### src/rtl/riscv_run_ctrl_pkg.sv
// Shared types and constants for the RISC-V run controller.
//   run_state_e      : sequencer states
//   DEF_TOHOST_ADDR  : default halt-mailbox address
//   HALT_BIT         : bit of the to-host write that marks a halt
//   EXIT_LSB         : lowest bit of the exit-code field (field runs up to DATA_W-1)
package riscv_run_ctrl_pkg;

  typedef enum logic [2:0] {
    ST_IDLE,
    ST_HOLD,
    ST_STAGGER,
    ST_RUN,
    ST_DONE
  } run_state_e;

  localparam logic [31:0] DEF_TOHOST_ADDR = 32'h0000_1000;
  localparam int unsigned HALT_BIT        = 0;
  localparam int unsigned EXIT_LSB        = 1;

endpackage

### src/rtl/riscv_reset_stagger.sv
// Per-core reset release sequencer.
// A launch pulse loads one down-counter per core with RST_CYCLES + i*STAGGER;
// core i leaves reset when its counter reaches terminal count.
//   clk, reset      : clock, synchronous active-high reset
//   launch          : one-cycle pulse on the edge that enters HOLD
//   hold_all        : force every core back into reset and cancel counting
//   core_rst        : active-high reset per core (registered)
//   first_release   : core 0 leaves reset on the next edge
//   last_release    : core NUM_CORES-1 leaves reset on the next edge
module riscv_reset_stagger #(
  parameter int unsigned NUM_CORES  = 1,
  parameter int unsigned RST_CYCLES = 4,
  parameter int unsigned STAGGER    = 0
) (
  input  logic                 clk,
  input  logic                 reset,
  input  logic                 launch,
  input  logic                 hold_all,
  output logic [NUM_CORES-1:0] core_rst,
  output logic                 first_release,
  output logic                 last_release
);

  localparam int unsigned MAX_DLY = RST_CYCLES + (NUM_CORES - 1) * STAGGER;
  localparam int unsigned CW      = $clog2(MAX_DLY + 1);

  for (genvar i = 0; i < NUM_CORES; i++) begin : g_core
    localparam logic [CW-1:0] REL_DLY = CW'(RST_CYCLES + i * STAGGER);

    logic [CW-1:0] dly_cnt;
    logic          rst_q;

    always_ff @(posedge clk) begin
      if (reset || hold_all) begin
        dly_cnt <= '0;
        rst_q   <= 1'b1;
      end else if (launch) begin
        dly_cnt <= REL_DLY;
        rst_q   <= 1'b1;
      end else if (dly_cnt != '0) begin
        dly_cnt <= dly_cnt - 1'b1;
        if (dly_cnt == CW'(1)) rst_q <= 1'b0;
      end
    end

    assign core_rst[i] = rst_q;

    if (i == 0) begin : g_first
      assign first_release = (dly_cnt == CW'(1));
    end
    if (i == NUM_CORES - 1) begin : g_last
      assign last_release = (dly_cnt == CW'(1));
    end
  end

endmodule

### src/rtl/riscv_run_controller.sv
// Run controller for RISC-V multicycle cores: sequences core resets, snoops
// the data-memory write bus for a to-host halt write, counts run cycles and
// reports pass / fail / timeout (and hang with the watchdog build).
// Optional feature macro: RUN_CTRL_WDOG_EN enables the idle-bus watchdog.
// Ports:
//   clk, reset                    : clock, synchronous active-high reset
//   start                         : launch / relaunch request (IDLE or DONE only)
//   mon_we, mon_addr, mon_wdata   : snooped core-0 data-memory write bus
//   core_rst                      : active-high reset per core
//   busy                          : HOLD, STAGGER or RUN
//   done, pass, fail, timeout, hang, exit_code : sticky run result
//   run_cycles                    : cycles spent in RUN (saturating)
//
// state   | meaning
// --------+-----------------------------------------------
// IDLE    | cores in reset, waiting for start
// HOLD    | all cores held in reset for RST_CYCLES
// STAGGER | cores released one by one, STAGGER apart
// RUN     | cores running, bus snooped, cycles counted
// DONE    | cores in reset, result held until start
module riscv_run_controller
  import riscv_run_ctrl_pkg::*;
#(
  parameter int unsigned       NUM_CORES   = 1,
  parameter int unsigned       RST_CYCLES  = 4,
  parameter int unsigned       STAGGER     = 0,
  parameter int unsigned       MAX_CYCLES  = 1000,
  parameter int unsigned       WDOG_CYCLES = 256,
  parameter int unsigned       CNT_W       = 32,
  parameter int unsigned       ADDR_W      = 32,
  parameter int unsigned       DATA_W      = 32,
  parameter logic [ADDR_W-1:0] TOHOST_ADDR = ADDR_W'(DEF_TOHOST_ADDR)
) (
  input  logic                 clk,
  input  logic                 reset,
  input  logic                 start,
  input  logic                 mon_we,
  input  logic [ADDR_W-1:0]    mon_addr,
  input  logic [DATA_W-1:0]    mon_wdata,
  output logic [NUM_CORES-1:0] core_rst,
  output logic                 busy,
  output logic                 done,
  output logic                 pass,
  output logic                 fail,
  output logic                 timeout,
  output logic                 hang,
  output logic [DATA_W-2:0]    exit_code,
  output logic [CNT_W-1:0]     run_cycles
);

  localparam bit               USE_STAGGER    = (NUM_CORES > 1) && (STAGGER > 0);
  localparam logic [CNT_W-1:0] LAST_RUN_CYCLE = CNT_W'(MAX_CYCLES - 1);

  run_state_e        state, next_state;
  logic              launch, hold_all;
  logic              first_release, last_release;
  logic              halt_hit, tmo_hit, hang_hit;
  logic [DATA_W-2:0] halt_code;

  assign halt_code = mon_wdata[DATA_W-1:EXIT_LSB];
  assign halt_hit  = mon_we && (mon_addr == TOHOST_ADDR) && mon_wdata[HALT_BIT];
  assign tmo_hit   = (run_cycles == LAST_RUN_CYCLE);

`ifdef RUN_CTRL_WDOG_EN
  localparam int unsigned   WDW       = $clog2(WDOG_CYCLES + 1);
  localparam logic [WDW-1:0] WDOG_LOAD = WDW'(WDOG_CYCLES);

  // Remaining idle cycles; reloaded by any bus write and while not running,
  // so the first RUN cycle already counts as idle.
  logic [WDW-1:0] wdog_left;

  always_ff @(posedge clk) begin
    if (reset || (state != ST_RUN) || mon_we) begin
      wdog_left <= WDOG_LOAD;
    end else if (wdog_left != '0) begin
      wdog_left <= wdog_left - 1'b1;
    end
  end

  assign hang_hit = (state == ST_RUN) && !mon_we && (wdog_left == WDW'(1));
`else
  logic wdog_unused;
  assign wdog_unused = (WDOG_CYCLES != 0);
  assign hang_hit    = 1'b0;
`endif

  always_ff @(posedge clk) begin
    if (reset) state <= ST_IDLE;
    else       state <= next_state;
  end

  always_comb begin
    next_state = state;
    unique case (state)
      ST_IDLE, ST_DONE: if (start) next_state = ST_HOLD;
      ST_HOLD:          if (first_release) next_state = USE_STAGGER ? ST_STAGGER : ST_RUN;
      ST_STAGGER:       if (last_release) next_state = ST_RUN;
      ST_RUN:           if (halt_hit || tmo_hit || hang_hit) next_state = ST_DONE;
      default:          next_state = ST_IDLE;
    endcase
  end

  assign launch   = start && ((state == ST_IDLE) || (state == ST_DONE));
  // Forcing resets on the transition edge puts core_rst high in the same
  // cycle that done becomes visible.
  assign hold_all = (next_state == ST_IDLE) || (next_state == ST_DONE);

  riscv_reset_stagger #(
    .NUM_CORES  (NUM_CORES),
    .RST_CYCLES (RST_CYCLES),
    .STAGGER    (STAGGER)
  ) u_stagger (
    .clk           (clk),
    .reset         (reset),
    .launch        (launch),
    .hold_all      (hold_all),
    .core_rst      (core_rst),
    .first_release (first_release),
    .last_release  (last_release)
  );

  // Result flags; priority halt > timeout > hang. run_cycles only advances
  // when RUN continues, so it freezes at the value of the finishing cycle.
  always_ff @(posedge clk) begin
    if (reset) begin
      busy       <= 1'b0;
      done       <= 1'b0;
      pass       <= 1'b0;
      fail       <= 1'b0;
      timeout    <= 1'b0;
      hang       <= 1'b0;
      exit_code  <= '0;
      run_cycles <= '0;
    end else begin
      busy <= (next_state == ST_HOLD) || (next_state == ST_STAGGER) || (next_state == ST_RUN);
      if (launch) begin
        done       <= 1'b0;
        pass       <= 1'b0;
        fail       <= 1'b0;
        timeout    <= 1'b0;
        hang       <= 1'b0;
        exit_code  <= '0;
        run_cycles <= '0;
      end else if (state == ST_RUN) begin
        if (halt_hit) begin
          done      <= 1'b1;
          exit_code <= halt_code;
          pass      <= (halt_code == '0);
          fail      <= (halt_code != '0);
        end else if (tmo_hit) begin
          done    <= 1'b1;
          timeout <= 1'b1;
          fail    <= 1'b1;
        end else if (hang_hit) begin
          done <= 1'b1;
          hang <= 1'b1;
          fail <= 1'b1;
        end else if (run_cycles != '1) begin
          run_cycles <= run_cycles + 1'b1;
        end
      end
    end
  end

endmodule

### config.mk
export PLATFORM = sky130hd
export DESIGN_NAME = riscv_run_controller
export DESIGN_NICKNAME = d
export VERILOG_FILES = /design/src/rtl/riscv_run_ctrl_pkg.sv /design/src/rtl/riscv_reset_stagger.sv /design/src/rtl/riscv_run_controller.sv
export SDC_FILE = /design/constraint.sdc
export NUM_CORES = 1
export LEC_CHECK = 0
export ABC_AREA = 1
export ABC_CLOCK_PERIOD_IN_PS = 2230
export CAP_MARGIN = 15
export CELL_PAD_IN_SITES_DETAIL_PLACEMENT = 1
export CELL_PAD_IN_SITES_GLOBAL_PLACEMENT = 2
export CORE_UTILIZATION = 23
export DETAILED_ROUTE_END_ITERATION = 7
export PLACE_DENSITY_LB_ADDON = 0.1
export SYNTH_ARGS = -nofsm -noshare
export SYNTH_HDL_FRONTEND = slang
export SYNTH_SLANG_ARGS = --single-unit
### constraint.sdc
create_clock -name clk -period 2.23 [get_ports clk]
set_clock_uncertainty 0.2 [all_clocks]
set_input_delay 0.3345 -clock clk [delete_from_list [all_inputs] [get_ports clk]]
set_output_delay 0.3345 -clock clk [all_outputs]
set_load 0.03 [all_outputs]
# ---- Word level (Yosys, flattened, before mapping)
# Index checks and enable logic that the tools add are counted.
# W data, S select, Z words.
dict set report totals {
  ff_bits 75
  latchBits 0
  ram_bits 0
  rom_bits 0
  in_bits 68
  output_inout_bits 70
  word_cells 61
  n_memories 0
}
dict set report classes {
  add_sub_neg 2
  mul 0
  n_div 0
  order_cmp 0
  n_eq_ne 12
  shifts 0
  mux 9
  n_bitwise 2
  n_reduce_logical 25
}
# op n
set op_table {}
lappend op_table {{$add A32 B1 Y32 const B} 1}
lappend op_table {{$eq A32 B10 Y1 const B} 1}
lappend op_table {{$eq A32 B13 Y1 const B} 1}
lappend op_table {{$ne A32 B32 Y1 const B} 1}
lappend op_table {{$logic_not A31 Y1} 1}
lappend op_table {{$reduce_bool A31 Y1} 1}
lappend op_table {{$mux W3} 5}
lappend op_table {{$eq A3 B2 Y1 const B} 4}
lappend op_table {{$eq A3 B1 Y1 const B} 3}
lappend op_table {{$pmux W3 S3} 1}
lappend op_table {{$reduce_or A2 Y1} 4}
lappend op_table {{$eq A3 B3 Y1 const B} 2}
lappend op_table {{$logic_not A3 Y1} 2}
lappend op_table {{$logic_or A1 B1 Y1} 6}
lappend op_table {{$reduce_and A2 Y1} 3}
lappend op_table {{$reduce_and A4 Y1} 1}
lappend op_table {{$reduce_bool A2 Y1} 2}
lappend op_table {{$logic_and A1 B1 Y1} 3}
lappend op_table {{$mux W1} 3}
lappend op_table {{$reduce_and A3 Y1} 1}
lappend op_table {{$reduce_bool A3 Y1} 1}
lappend op_table {{$sub A3 B1 Y3 const B} 1}
lappend op_table {{$not A1 Y1} 2}

# ---- Logic depth before layout (Yosys ltp)
dict set report depth {
  word_depth 10
  depth_mapped 14
  depth_no_buf 13
}

# ---- Cells and area by module
# Synthesis repeated with hierarchy kept, for this count alone.
dict set report hier_totals {
  hier_cells 690
  hier_area_um2 4259.1
}
# module n_inst cells_each area_per_inst_um2 seq_area_each_um2
set by_module_without_submodules {}
lappend by_module_without_submodules {riscv_run_controller 1 652 3997.6 1421.4}
lappend by_module_without_submodules {riscv_reset_stagger 1 38 261.5 80.1}

# ---- Worst setup path after synthesis
# Ideal clock, no wire load.
dict set report synth_path {
  path_type {register to register}
  from {register run_cycles[0]}
  to {register run_cycles[3]}
  setup_time_ns 0.070
  t_arrival_ns 1.933
  t_required_ns 1.960
  path_slack_ns 0.027
  stages_incl_launch_ff 11
  path_buffers 1
  synth_period_minus_slack_ns 2.203
  cell_sequence {dfxtp_1 -> ha_1 -> nand3_1 -> nor2_4 -> nand3_1 -> nor2_1 -> nand3_2 -> nand3_2 -> buf_4 -> nand2_1 -> a21oi_1}
}
dict set report synth_between {
  elab_chain_cells 3
  elab_cells_between_ends 5
  cone_classes {1 x add/sub; 2 x eq/ne; 1 x bitwise; 1 x reduce/logical}
}
# element line
set synth_lines {}
lappend synth_lines {{start, declared} riscv_run_controller.sv:48} ;# output logic [CNT_W-1:0] run_cycles
lappend synth_lines {{start signal, assigned} riscv_run_controller.sv:159} ;# run_cycles <= run_cycles + 1'b1;
lappend synth_lines {{parallel branches: the longest is 3 deep, another holds $add A32 B1 Y32} --}
# Several ways; the timed one is not identified.
# A chain may end at the register's enable or synchronous reset.

# ---- Final worst setup path
dict set report layout_path {
  from {register run_cycles[15]}
  to {output port run_cycles[15]}
}
# No word-level cell between the ends.

==> flow_summary_export.csv <==
group,metric,value,unit
yosys,ys_ff_latch,75,
route,top_layer,"met4",
yosys,synthDistinctLibCells,29,
placement,dp_cells,1015,
cts,clock_path_buffers,2,
global_route,grt_pass1_wl,25.8,mm
yosys,syn_inst,642,
power,pwr-share-comb,7.5,%
critical_path,end_kind,"output port",
floorplanning,die_height,135,um
cts,clkTransAtPathRegs,0.07,ns
sta,hold_violations,0,
power,power_frac_clock,48.0,%
power,p_per_area,483,nW/um2
floorplanning,die_area,18100,um2
finish,area_growth,55.2,%
yosys,synth_edf_count,0,
floorplanning,rows,48,
sta,setup_viol,0,
route,routed_wirelength,15.8,mm
floorplanning,ios,138,
critical_path,critPathSlowestCell,"clkdlybuf4s50_1",
critical_path,critPathRequiredTime,1.70,ns
route,first_pass_iters,4,
yosys,yosys.area.top_type,"dfxtp_1",
floorplanning,core,17200,um2
power,switching_share,25.7,%
sta,drv_slew,0,
finish,antenna_cells,0,
route,wl_per_cell,15.3,um
critical_path,start_kind,"register",
sta,fin_crit_sh,96.4,%
global_route,grt_use_total,18.3,%
sta,fin_ws,0.0808,ns
cts,numCtsBuffers,9,
critical_path,crit_fanout,5,
finish,fin_cells,1034,
route,num_vias,4680,
critical_path,rrSetupSlack,0.13,ns
finish,nFillCells,2128,
power,vdd_drop_max,0.346,mV
global_route,grt_max_degree,35,
cts,cts_tree,"yes",
sta,tns,0,ns
power,p_leak,2.45,nW
floorplanning,chipWidth,135,um
placement,dp.final_hpwl,12.0,mm
cts,cts-root-buf,"clkbuf_16",
placement,routabilityCongestion,0.800,
yosys,synth_top_area_share,37.2,%
yosys,syn_area_per_cell,6.29,um2
critical_path,crit_chain,"buf_4 -> clkdlybuf4s50_1",
route,wl_met3,799,um
critical_path,max_stage_delay,0.67,ns
global_route,antenna_found_initial,0,
power,intPower,2.25,mW
cts,numClockSinks,75,
placement,dpl_worst_slack,-0.0907,ns
critical_path,cp_data_arrival_time,1.61,ns
yosys,yosys_warnings,0,
route,wl_met1,6.82,mm
job,maxCapViolations,0,
yosys,ys.flop_type,"dfxtp_1",
route,dr_wl_met2,7.95,mm
power,p_seq_share,44.4,%
yosys,ys_seq_area_share,37.2,%
cts,clkLatencyLatePin,0.35,ns
global_route,grt_overflow,0,
finish,drive_above_1_share,9.52,%
route,vias_per_cell,4.53,
min_path,min_path_type,"reg -> reg",
power,power,3.03,mW
placement,numPortBuffers,136,
global_route,grt_pass1_vias,5075,
yosys,synthArstFlopShare,0,%
sta,period_minus_slack,2.15,ns
route,drc,0,
yosys,ys_top_cells_by_area,"dfxtp_1 (37%), nor2_1 (16%), nand2_1 (15%), nand3_1 (5.8%), a21oi_1 (4.6%)",
yosys,netlist_area,4040,um2
sta,rsz0062_at_grt,"false",
sta,max_freq,0.465,GHz
critical_path,worstSetupPathType,"reg -> out",
power,p_sw,779,uW
sta,holdWs,0.300,ns
finish,fin_nets,878,
yosys,synth_nets,716,
outcome,status,"completed",
route,drtAntennaViolNets,0,
cts,htree_levels,3,
route,drt_iter0_markers,148,
floorplanning,initial_core_util,23.4,%
## synth_stat cells (2+ instances only)
cell / instances
xor2_1: 10
nor2_1: 171
clkbuf_1: 13
nor2_2: 2
ha_1: 6
xnor2_1: 6
buf_1: 2
nand3b_1: 12
a21oi_1: 37
nand3_2: 2
o21ai_0: 35
nor4_1: 3
nand3_1: 47
inv_1: 34
nand4_1: 5
a31oi_1: 2
nand2_1: 161
nor3_1: 4
dfxtp_1: 75
buf_4: 4
buf_2: 3
## layout make-up
type	instances	area (um2)	area share [%]
clock buffers	9	225	3.59
clock inverters	7	53.8	0.858
inverters	35	131	2.09
multi-input cells	509	2340	37.3
flip-flops and latches	75	1510	24.1
well taps	225	282	4.49
repair buffers	174	1730	27.6
## placed cells by master, fill, tap and decap left out, types with 5 or more instances in the layout
cell type / netlist / layout
nand3b_1: 12 / 12
xor2_1: 10 / 10
buf_12: 0 / 5
ha_1: 6 / 5
a21oi_1: 37 / 33
clkbuf_16: 0 / 10
inv_6: 0 / 5
nand4_1: 5 / 5
nor2_1: 171 / 167
xnor2_1: 6 / 6
nor2_2: 2 / 6
dfxtp_1: 75 / 70
nand2_1: 161 / 161
o21ai_0: 35 / 35
clkdlybuf4s50_1: 0 / 135
nand3_1: 47 / 46
buf_4: 4 / 32
inv_1: 34 / 34
## logic make-up after synthesis
logic type | synth area share (%)
other | 0.0928
adders and majority gates | 1.86
and+or+nand+nor | 42.3
AOI/OAI and AO/OA | 9.23
xor gates and xnor gates | 3.47
DFF | 37.2
buffers and inverters | 5.88
## worst max-delay path, delay by kind of cell (launching register included)
kind | cells | cell delay [ns]
buf+inv | 2 | 0.83
flops | 1 | 0.44
## path summary, 6_finish.rpt
| path | startpoint | to | depth (start not counted) |
|---|---|---|---|
| min reg2reg | u_stagger.core_rst$_SDFFE_PP1P_ | u_stagger.core_rst$_SDFFE_PP1P_ | 2 |
| max reg2reg | run_cycles[5]$_SDFFE_PP0P_ | run_cycles[14]$_SDFFE_PP0P_ | 9 |
| max | run_cycles[15]$_SDFFE_PP0P_ | run_cycles[15] | 2 |
| min | u_stagger.core_rst$_SDFFE_PP1P_ | u_stagger.core_rst$_SDFFE_PP1P_ | 2 |
## repair_timing
| item | CTS | global route |
|---|---|---|
| setup endpoints to repair | 0 | 36 |
| setup buffers | 0 | 2 |
| gates resized for setup | 0 | 17 |
| hold buffers | 0 | 0 |
## power groups by stage
stage	clock, mW	sequential [mW]	combinational (mW)
6_report	1.45	1.35	0.228
5_1_grt	1.58	1.35	0.248
4_1_cts	1.51	1.35	0.231
3_5_place_dp	0	1.38	0.230
3_3_place_gp	0	1.38	0.225
2_1_floorplan	0	1.38	0.0688
## routing by layer
| layer | vias to the layer above | track usage [%] |
|---|---|---|
| met5 | - | 0 |
| met4 | 0 | 4.81 |
| met3 | 17 | 5.97 |
| met2 | 82 | 33.0 |
| met1 | 2218 | 20.5 |
| li1 | 2363 | - |
## sequential cells by signal (all words and copies together), names as in the netlist
signal and cells:
u_stagger.g_core.dly_cnt 3, fail 1, done 1, u_stagger.core_rst 1, busy 1, state 3, exit_code 31, pass 1
run_cycles 32, timeout 1
## per-stage QoR
step	utilization (%)	cell area [um2]
2_1_floorplan	-	4040
3_3_place_gp	34.3	5910
3_5_place_dp	34.3	5910
4_1_cts	35.9	6180
5_1_grt	36.4	6270
6_report	36.4	6270
No activity file was read; power rests on OpenSTA's default activity.
==> edit: new RTL, config.mk and constraints unchanged <==
`RST_CYCLES` is set to 4 in 2 places; all go to 8.
--- a/src/rtl/riscv_reset_stagger.sv
+++ b/src/rtl/riscv_reset_stagger.sv
@@ -9,7 +9,7 @@
 //   last_release    : core NUM_CORES-1 leaves reset on the next edge
 module riscv_reset_stagger #(
   parameter int unsigned NUM_CORES  = 1,
-  parameter int unsigned RST_CYCLES = 4,
+  parameter int unsigned RST_CYCLES = 8,
   parameter int unsigned STAGGER    = 0
 ) (
   input  logic                 clk,
--- a/src/rtl/riscv_run_controller.sv
+++ b/src/rtl/riscv_run_controller.sv
@@ -22,7 +22,7 @@
   import riscv_run_ctrl_pkg::*;
 #(
   parameter int unsigned       NUM_CORES   = 1,
-  parameter int unsigned       RST_CYCLES  = 4,
+  parameter int unsigned       RST_CYCLES  = 8,
   parameter int unsigned       STAGGER     = 0,
   parameter int unsigned       MAX_CYCLES  = 1000,
   parameter int unsigned       WDOG_CYCLES = 256,
Formal check against the unedited RTL: not equivalent (a bounded check fails within 10 cycles, from zero or initial values and one cycle with reset high).
==> edit against the original RTL <==
- area after synthesis grew 1.2%
- routed wire length fell by 2.8%
- power grew 6.1%
- worst setup slack better by 0.010 ns
- combinational power is 2% lower
- design area increased by 0.26%
- count of clock-buffer cells in the layout is 1 higher
- register-to-register slack improved by 0.06 ns
- sequential cell count grew 1
==> edit: results <==
[grt]
grt_util_all_layers_pct = 17.35
grt_pass1_vias = 4852
grt_first_pass_wirelength_um = 24620

[yosys]
synthTopCellsByCount = nor2_1, nand2_1, dfxtp_1, nand3_1, inv_1
yosys-top-cells-area = dfxtp_1, nor2_1, nand2_1
yosys_warnings = 0
synth_seq_area_share_pct = 37.20
synth.avg_cell_area_sq_um = 6.293
synth-xor-area-share_pct = 3.426
synthesis.nets = 721
synth_compound_area_share_pct = 8.902
synth.distinct_cells = 30
synthAdderAreaFrac_pct = 0.9177

[drt]
dr.first_iter.drc_count = 115
first_pass_iters = 4
dr_total_vias = 4650
wl_um = 15370

[setup_path]
r2r_setup_slack_ns = 0.19
crit_slowest_cell = clkdlybuf4s50_1
path_delay_family = buffers and inverters
rr_endpoint = run_cycles[16]
slowest_delay_ns = 0.76
r2r_start = run_cycles[0]
critical_path_peak_fanout = 8
reg2reg_depth = 10

[cells_and_area]
fin_nets = 876
nFillCells = 2163
utilization_pct = 36.24
reg_top3 = run_cycles (32), exit_code (31), u_stagger.g_core.dly_cnt (4)
layout-drive-gt1-share_pct = 8.025
fin_cells = 1035

[place]
post-place-ws_ns = -0.1302
numPortBuffers = 136
gp_congestion = 0.8553
place_area_sq_mm = 0.005904
hpwlAfterDp_um = 11830

[power]
p_leak_nw = 2.437
p_seq_share_pct = 42.5
swShare_pct = 22.55
vdd_drop_max_v = 0.0003350
power.share.clock_pct = 50.6

[worst_hold_path]
min_from = timeout
min_path_cells = 2
holdPathEnd = timeout

[clocking]
root_buffer = clkbuf_16
htree_levels = 3
clk_latency_ns = 0.34
numCtsBuffers = 9
clock_path_buffers = 2

[run_status]
status = finished, final reports clean
==> edit: metrics by stage <==
step	power, W	TNS [ns]	hold WS [ns]
floorplan	0.001465	0	0.2069
global placement	0.001619	-0.6936	0.2575
detailed placement	0.001622	-2.286	0.2761
CTS	0.003270	0	0.2925
global route	0.003340	0	0.3132
finish	0.003213	0	0.2844
==> edit: timing repair <==
| action | 4_1_cts | 5_1_grt |
|---|---|---|
| gates resized for setup | 1 | 7 |
| gates cloned | 0 | 1 |
| endpoints found under the setup margin | 1 | 31 |
==> edit: area by class of cell <==
class,instances,share of cell area [%]
clock buffers,10,3.640
clock inverters,6,1.512
inverters,38,2.268
multi-input cells,512,37.16
flip-flops and latches,76,24.21
well taps,225,4.476
repair buffers,168,26.74
==> edit: tightest hold or removal path, cell delays in order, from the launching register on <==
cell and delay (ns):
dfxtp_1 0.33, a31oi_1 0.04, nor2_1 0.08
==> edit: cells by family (layout without fill, tap and decap cells) <==
family | count (synthesis) | in the layout
and+or+nand+nor | 420 | 420
DFF | 76 | 76
AOI/OAI and AO/OA | 72 | 72
buffers and inverters | 62 | 222
xor gates and xnor gates | 16 | 16
adders and majority gates | 3 | 3
other | 1 | 1
==> edit: worst max-delay path by stage <==
stage	start	end	slack [ns]	cells past startpoint
floorplan	run_cycles[0]	run_cycles[3]	0.02	11
global placement	mon_addr[21]	exit_code[11]	-0.04	11
detailed placement	mon_addr[21]	exit_code[24]	-0.13	11
CTS	run_cycles[1]	run_cycles[16]	0.04	10
global route	mon_addr[21]	exit_code[24]	0.02	11
finish	run_cycles[2]	run_cycles[2]	0.09	1
==> edit: per-layer routing <==
layer	global-route usage, %	wire [um]
met1	20.08	6859
met2	31.11	7750
met3	3.853	517
met4	6.180	238
met5	0	0
